## config.mk

```make
export PLATFORM = sky130hd
export DESIGN_NAME = axi_read_burst_master
export DESIGN_NICKNAME = d
export VERILOG_FILES = /design/src/rtl/axi_read_burst_master.sv
export SDC_FILE = /design/constraint.sdc
export NUM_CORES = 1
export LEC_CHECK = 0
export BUFFER_PORTS_ARGS = -buffer_cell sky130_fd_sc_hd__buf_2
export CAP_MARGIN = 5
export CORE_ASPECT_RATIO = 0.8
export CORE_MARGIN = 5
export CORE_UTILIZATION = 50
export DETAILED_ROUTE_END_ITERATION = 10
export PLACE_DENSITY_LB_ADDON = 0.25
export SLEW_MARGIN = 0
export SYNTH_ARGS = -nofsm -noshare
export SYNTH_HDL_FRONTEND = slang
export SYNTH_SLANG_ARGS = --single-unit
```

## constraint.sdc

```tcl
create_clock -name AXI_aclk -period 3.15 [get_ports AXI_aclk]
set_input_delay 0.945 -clock AXI_aclk [delete_from_list [all_inputs] [get_ports AXI_aclk]]
set_output_delay 0.945 -clock AXI_aclk [all_outputs]
set_load 0.01 [all_outputs]
```

## src/rtl/axi_read_burst_master.sv

```systemverilog
// AXI4 read master for the DMA read engine: splits a (start address, beat count)
// command into INCR bursts, one outstanding at a time, and streams R beats downstream.
module axi_read_burst_master #(
  parameter int ADDRESS_WIDTH = 8,
  parameter int DATA_WIDTH    = 32,
  parameter int MAX_BURST_LEN = 16,
  parameter int CNT_WIDTH     = 10
) (
  input  logic                     AXI_aclk,
  input  logic                     AXI_areset,
  input  logic                     cmd_valid,
  output logic                     cmd_ready,
  input  logic [ADDRESS_WIDTH-1:0] cmd_addr,
  input  logic [CNT_WIDTH-1:0]     cmd_beats,
  output logic [ADDRESS_WIDTH-1:0] AXI_araddr,
  output logic [7:0]               AXI_arlen,
  output logic [2:0]               AXI_arsize,
  output logic [1:0]               AXI_arburst,
  output logic                     AXI_arvalid,
  input  logic                     AXI_arready,
  input  logic [DATA_WIDTH-1:0]    AXI_rdata,
  input  logic [1:0]               AXI_rresp,
  input  logic                     AXI_rlast,
  input  logic                     AXI_rvalid,
  output logic                     AXI_rready,
  output logic [DATA_WIDTH-1:0]    out_data,
  output logic                     out_valid,
  input  logic                     out_ready,
  output logic                     out_last,
  output logic                     done,
  output logic                     error
);

  localparam int BYTES = DATA_WIDTH / 8;
  localparam int SIZE  = $clog2(BYTES);
  localparam logic [ADDRESS_WIDTH-1:0] ALIGN_MASK = ~ADDRESS_WIDTH'(BYTES - 1);

  typedef enum logic [1:0] {S_IDLE, S_ADDR, S_DATA, S_DONE} state_t;

  state_t                     state;
  logic [CNT_WIDTH-1:0]       remaining;
  logic [CNT_WIDTH-1:0]       remaining_next;
  logic [8:0]                 beat_cnt;
  logic                       err;
  logic                       in_data;
  logic                       beat;
  logic                       beat_err;
  logic [ADDRESS_WIDTH-1:0]   addr_step;

  function automatic logic [8:0] burst_of(input logic [CNT_WIDTH-1:0] rem);
    if (32'(rem) > 32'(MAX_BURST_LEN)) burst_of = 9'(MAX_BURST_LEN);
    else                               burst_of = 9'(rem);
  endfunction

  assign AXI_arsize     = 3'(SIZE);
  assign AXI_arburst    = 2'b01;
  assign cmd_ready      = (state == S_IDLE);
  assign in_data        = (state == S_DATA);
  assign AXI_rready     = in_data & out_ready;
  assign out_valid      = in_data & AXI_rvalid;
  assign out_data       = AXI_rdata;
  assign out_last       = out_valid & (remaining == CNT_WIDTH'(1));
  assign beat           = out_valid & out_ready;
  assign remaining_next = remaining - CNT_WIDTH'(1);
  assign addr_step      = ADDRESS_WIDTH'((32'(AXI_arlen) + 32'd1) * BYTES);

  // A misplaced rlast is flagged, but the burst is always closed by our own beat count.
  assign beat_err = (AXI_rresp != 2'b00)
                  | ((beat_cnt == 9'd1) & ~AXI_rlast)
                  | ((beat_cnt >  9'd1) &  AXI_rlast);

  // NOTE: every state register uses non-blocking assignment and is cleared by the
  // synchronous reset, so a reset mid-burst drops straight to IDLE with no done pulse.
  always_ff @(posedge AXI_aclk) begin
    if (AXI_areset) begin
      state       <= S_IDLE;
      AXI_arvalid <= 1'b0;
      AXI_araddr  <= '0;
      AXI_arlen   <= '0;
      remaining   <= '0;
      beat_cnt    <= '0;
      err         <= 1'b0;
      done        <= 1'b0;
      error       <= 1'b0;
    end else begin
      case (state)
        S_IDLE: begin
          if (cmd_valid) begin
            AXI_araddr <= cmd_addr & ALIGN_MASK;
            remaining  <= cmd_beats;
            if (cmd_beats == '0) begin
              state <= S_DONE;
              done  <= 1'b1;
              error <= 1'b0;
            end else begin
              state       <= S_ADDR;
              AXI_arvalid <= 1'b1;
              AXI_arlen   <= 8'(burst_of(cmd_beats) - 9'd1);
            end
          end
        end
        S_ADDR: begin
          if (AXI_arready) begin
            AXI_arvalid <= 1'b0;
            beat_cnt    <= 9'(AXI_arlen) + 9'd1;
            state       <= S_DATA;
          end
        end
        S_DATA: begin
          if (beat) begin
            beat_cnt  <= beat_cnt - 9'd1;
            remaining <= remaining_next;
            err       <= err | beat_err;
            if (beat_cnt == 9'd1) begin
              AXI_araddr <= AXI_araddr + addr_step;
              if (remaining_next != '0) begin
                state       <= S_ADDR;
                AXI_arvalid <= 1'b1;
                AXI_arlen   <= 8'(burst_of(remaining_next) - 9'd1);
              end else begin
                state <= S_DONE;
                done  <= 1'b1;
                error <= err | beat_err;
              end
            end
          end
        end
        S_DONE: begin
          done  <= 1'b0;
          error <= 1'b0;
          err   <= 1'b0;
          state <= S_IDLE;
        end
        default: state <= S_IDLE;
      endcase
    end
  end

endmodule
```

# [Word level (Yosys, flattened, before mapping)]
# Cells that the tools add are included.
[totals] regBits=41 latchBits=0 ram_bits=0 mem_bits_ro=0 inputBits=59 output_inout_bits=60 memories=0
[op_classes] add_sub_neg=7 mul=0 div=0 order_cmp=3 n_eq_ne=13 shift=0 mux=55 n_bitwise=10 reduce_logical=17
[ops] op="two-way mux 8 bit" count=19
[ops] op="one-hot mux 8 bit (2 select lines)" count=2
[ops] op="greater-than comparator 10 x 5 -> 1 bit (second input constant)" count=2
[ops] op="two-way mux 10 bit" count=2
[ops] op="one-hot mux 10 bit (2 select lines)" count=1
[ops] op="two-way mux 9 bit" count=2
[ops] op="one-hot mux 9 bit (2 select lines)" count=1
[ops] op="two-way mux 1 bit" count=17
[ops] op="subtractor 8 x 1 -> 8 bit (second input constant)" count=2
[ops] op="two-way mux 2 bit" count=6
[ops] op="AND reduction 6 bit" count=2
[ops] op="== test 10 x 1 -> 1 bit (second input constant)" count=1
[ops] op="logical NOT 10 bit" count=1
[ops] op="nonzero test 10 bit" count=1
[ops] op="subtractor 10 x 1 -> 10 bit (second input constant)" count=1
[ops] op="adder 8 x 1 -> 9 bit (second input constant)" count=1
[ops] op="== test 9 x 1 -> 1 bit (second input constant)" count=1
[ops] op="greater-than comparator 9 x 1 -> 1 bit (second input constant)" count=1
[ops] op="one-hot mux 1 bit (3 select lines)" count=3
[ops] op="subtractor 9 x 1 -> 9 bit (second input constant)" count=1
[ops] op="adder 8 bit" count=1
[ops] op="inequality test 2 x 1 -> 1 bit (second input constant)" count=4
[ops] op="inequality test 2 bit (second input constant)" count=4
[ops] op="one-hot mux 2 bit (4 select lines)" count=1
[ops] op="14 further kinds" count=28

# [Logic depth before layout (Yosys ltp)]
[depth] ltp_word=13 ltp_mapped=14 mapped_depth_nobuf=12

# [Worst setup path after synthesis]
# OpenSTA, ideal clock, no wires.
[synth_timing] path_type="flip-flop to flip-flop" from="register remaining[0]" to="register AXI_arlen[4]" setup_time_ps=79 t_arrival_ps=2656 slack_ps=415 path_stages_with_launch=15 path_buffers=2 period_less_slack_ps=2735 path_cell_list="dfxtp_1 -> clkbuf_1 -> inv_1 -> ha_1 -> buf_2 -> o21bai_1 -> a311oi_1 -> o311ai_1 -> nor2_2 -> a22oi_1 -> ha_1 -> o21ai_0 -> a21oi_2 -> xor2_1 -> a211oi_2"
[synth_via] elab_chain_cells=13 elab_cells_between_ends=16
[synth_lines] item="start, declared" line_no="41" text="logic [CNT_WIDTH-1:0] remaining;"
[synth_lines] item="start signal, assigned" line_no="90" text="remaining <= cmd_beats;"
[synth_lines] item="start signal, assigned" line_no="112" text="remaining <= remaining_next;"
[synth_lines] item="subtractor 10 x 1 -> 10 bit (*)" line_no="64" text="assign remaining_next = remaining - CNT_WIDTH'(1);"
[synth_lines] item="greater-than comparator 10 x 5 -> 1 bit" line_no="51" text="if (32'(rem) > 32'(MAX_BURST_LEN)) burst_of = 9'(MAX_BURST_LEN);"
[synth_lines] item="two-way mux 8 bit" line_no="51"
[synth_lines] item="two-way mux 8 bit" line_no="116" text="if (remaining_next != '0) begin"
[synth_lines] item="two-way mux 8 bit" line_no="114" text="if (beat_cnt == 9'd1) begin"
[synth_lines] item="two-way mux 8 bit" line_no="110" text="if (beat) begin"
[synth_lines] item="two-way mux 8 bit" line_no="86" text="case (state)"
[synth_lines] item="two-way mux 8 bit" line_no="75" text="if (AXI_areset) begin"
[synth_lines] item="subtractor 8 x 1 -> 8 bit" line_no="119" text="AXI_arlen <= 8'(burst_of(remaining_next) - 9'd1);"
[synth_lines] item="two-way mux 8 bit" line_no="116"
[synth_lines] item="two-way mux 8 bit" line_no="114"
[synth_lines] item="two-way mux 8 bit" line_no="110"
[synth_lines] item="one-hot mux 8 bit (2 select lines)" line_no="86"
[synth_lines] item="end signal, assigned" line_no="98" text="AXI_arlen <= 8'(burst_of(cmd_beats) - 9'd1);"
[synth_lines] item="end signal, assigned" line_no="119"
[synth_lines] item="end, declared" line_no="16" text="output logic [7:0] AXI_arlen,"
# Mark *: on every way between the ends. The rest lies on a longest branch, timed or not. The select of a mux whose other input is x is not followed.
# A chain may end at the register's enable or synchronous reset.

# [Final worst setup path]
[layout_timing] from="register state[1]" to="output out_valid"
[layout_via] elab_chain_cells=2
[layout_lines] item="start, declared" line_no="40" text="state_t state;"
[layout_lines] item="start signal, assigned" line_no="76" text="state <= S_IDLE;"
[layout_lines] item="start signal, assigned" line_no="92" text="state <= S_DONE;"
[layout_lines] item="start signal, assigned" line_no="96" text="state <= S_ADDR;"
[layout_lines] item="== test 2 bit" line_no="58" text="assign in_data = (state == S_DATA);"
[layout_lines] item="AND 1 bit" line_no="60" text="assign out_valid = in_data & AXI_rvalid;"
[layout_lines] item="end, declared" line_no="27" text="output logic out_valid,"
# No other way between the ends.

==> impl_metrics.ini <==
[pwr]
peakVddDrop_uv = 264.8
areal_power_density_over_the_cells_nw_per_um2 = 441.1
leakage_power_figure_nw = 1.318

[die]
fp.dieW_um = 99.38
die-height_um = 81.51
die_area_um2 = 8100
initial_util_pct = 50.63
rows = 26
ioPinCount = 119
placeableCoreArea_um2 = 6311

[flow_run]
max-cap-violations = 0

[timing]
final-max-slew-violation-count = 0
clock.fmax_mhz = 334.2
timing.setup.tns_ps = 0
setup_viol = 0
finalCriticalPeriod_ps = 2992
final_min_period_over_clock_period_pct = 95.00
skew_ps = 9.334
finalHoldViolations = 0
tightestPinTransition_ps = 719.4
grt_setup_unrepaired = no
relSlewSlack_pct = 51.89

[clocking]
post_cts.resized_instances = 0
cts_buffer_depth = 2
cts_setup_buffers = 0
hold_buffers = 0
htree_levels = 2
clkTransAtPathRegs_ps = 90
cts-buffers-inserted = 5
clock_insertion_delay_worst_skew_ps = 300
clkSinkCount = 39
tritoncts_clock_tree = done
cts.root.buffer_cell = clkbuf_8

[global_route]
antenna_found_initial = 0
vias_in_the_first_global_route = 2716
track_usage_pct = 20.91
overflow_left_after_global_routing = 0
grt_pass1_wl_mm = 13.60
pin_count_of_the_biggest_net_entering_global_routing = 41

[logic_synthesis]
synth.largest_area_cell = dfxtp_1
fraction_of_the_yosys_area_taken_by_sequential_cells_pct = 24.43
yosysWarningCount = 0
synth_largest_type_area_fraction_pct = 24.43
synth_flop_cell = dfxtp_1
synth_area_per_cell_um2 = 7.719
post_synth_main_area_contributors = dfxtp_1 (24%), buf_4 (9.4%), nor2_1 (5.1%), a21oi_1 (4.7%), ha_1 (4.3%)
synthesis.area_um2 = 3196
number_of_register_bits_inferred_by_synthesis = 39
netlist-cell-type-count = 67
postSynthCellCount = 414
synth-edff-count = 0
synth-async-reset-ratio_pct = 0

[routing]
initialDrtViolationCount = 230
route.final.wire_length_mm = 8.138
vias = 2909
antenna_left = 0
route.detailed.drc = 0
dr.pass1.iters = 5
post_drt_via_cell_ratio = 5.760
routedWlPerCell_um = 16.11

[placed_design]
dpl.hpwl_mm = 5.970
port_buffers = 45
gp_congestion = 0.8785
placedInstanceArea_um2 = 3223

[layout]
antenna_cells_inserted = 0
finalCoreUtilization_pct = 52.93
fraction_of_layout_instances_using_a_drive_strength_above_1_pct = 21.38
finalNetCount = 491
post-route-cell-area_um2 = 3341
syn_to_final_growth_pct = 4.542
fillers = 619

[hold_path]
hp-start = AXI_araddr[4]
hold_path.class = flip-flop to flip-flop
timing.hold.worst_path_depth = 2
worstHoldEndpoint = AXI_araddr[4]

[worst_setup_path]
worstPathArrival_ps = 2050
worst_setup_end_kind = output pin
depth_of_the_worst_register_to_register_path = 12
crit-reg2reg-capture = AXI_arlen[4]
critical_path_peak_fanout = 14
rr_startpoint = remaining[1]
reg2reg_setup_slack_ps = 300
critPathKind = flip-flop to output pin
critical_path_required_ps = 2200
cp-start-kind = flip-flop

[status]
outcome = complete, no violations
cells in the final DEF (no fill, tap or decap), types with 8 or more instances in the layout:
master / count
a21oi_1: 30
a22oi_1: 11
buf_2: 45
buf_4: 13
dfxtp_1: 39
ha_1: 11
inv_1: 9
nand2_1: 35
nand2b_1: 8
nand3_1: 16
nor2_1: 43
nor3_1: 12
o21ai_0: 20
xnor2_1: 10
xor2_1: 8
cell families (layout without fill, tap and decap cells):
kind of cell,after synthesis,after routing,share of synthesized area (%)
multiplexers,4,4,1.292
adder cells (fa/ha/maj),12,12,4.933
flip-flops,39,39,24.43
buffers and inverters,74,76,14.29
other,2,7,0.2350
XOR/XNOR,18,18,4.933
AO/OA/AOI/OAI,113,113,24.67
AND/OR/NAND/NOR,152,152,25.21
report_power, final:
| group | switching [W] | internal, W |
|---|---|---|
| registers | 0.0000499 | 0.000526 |
| clock network | 0.000195 | 0.000257 |
| logic | 0.000268 | 0.000178 |
| total | 0.000513 | 0.000960 |
state kept, by name, indices dropped and copies added, names as in the netlist, 2 cells and up:
signal	count
remaining	10
beat_cnt	9
AXI_arlen	8
AXI_araddr	6
state	2
metal layers:
metal	global-route usage, %	share of wire (%)	routed length (um)
met5	0	0	0
met4	5.730	1.0	82
met3	4.584	6.3	511
met2	31.03	44	3543
met1	30.42	49	4001
critical path: stages, from the launching register on:
cell and delay, ps:
dfxtp_1 650, clkinv_1 380, nor2_1 370, and2_1 200, buf_2 130
worst max path at each step:
stage / startpoint / end / slack [ps] / cells after the start
after detailed placement: AXI_rvalid / AXI_arlen[5] / 350 / 8
after CTS: state[1] / out_valid / 190 / 4
after global routing: state[1] / out_valid / 50 / 4
after floorplan: remaining[0] / AXI_arlen[4] / 420 / 14
final: state[1] / out_valid / 160 / 4
after global placement: remaining[1] / AXI_arlen[4] / 350 / 12
layout make-up:
| class | instances | area (um2) | area share (%) |
|---|---|---|---|
| repair buffers | 58 | 322.8 | 9.663 |
| flip-flops and latches | 39 | 780.7 | 23.37 |
| clock buffers | 6 | 82.58 | 2.472 |
| clock inverters | 2 | 35.03 | 1.049 |
| inverters | 10 | 37.54 | 1.124 |
| well taps | 84 | 105.1 | 3.146 |
| multi-input cells | 306 | 1977 | 59.18 |
per-stage QoR:
step                hold slack [ps]  total power (W)  cells  worst slack, ps
floorplan                     461.0        0.0009607    419            415.0
global placement              463.5         0.001018    497            349.1
detailed placement            464.9         0.001027    497            350.1
CTS                           482.5         0.001480    505            188.8
global route                  500.9         0.001567    505            54.98
finish                        480.2         0.001473    505            157.6
Yosys cell counts (4+ instances only):
cell	n
dfxtp_1	39
ha_1	11
nand2b_1	8
nor3_1	12
or2_2	4
a21oi_1	30
clkbuf_1	15
nand2_1	35
a211oi_1	6
buf_2	5
inv_1	9
nor2_1	43
o21ai_0	20
or3_1	4
buf_4	40
o211ai_1	6
xor2_1	8
o31ai_1	7
nand3_1	16
a311oi_1	4
a22oi_1	11
xnor2_1	10
Power figures use the tool's default switching activity.
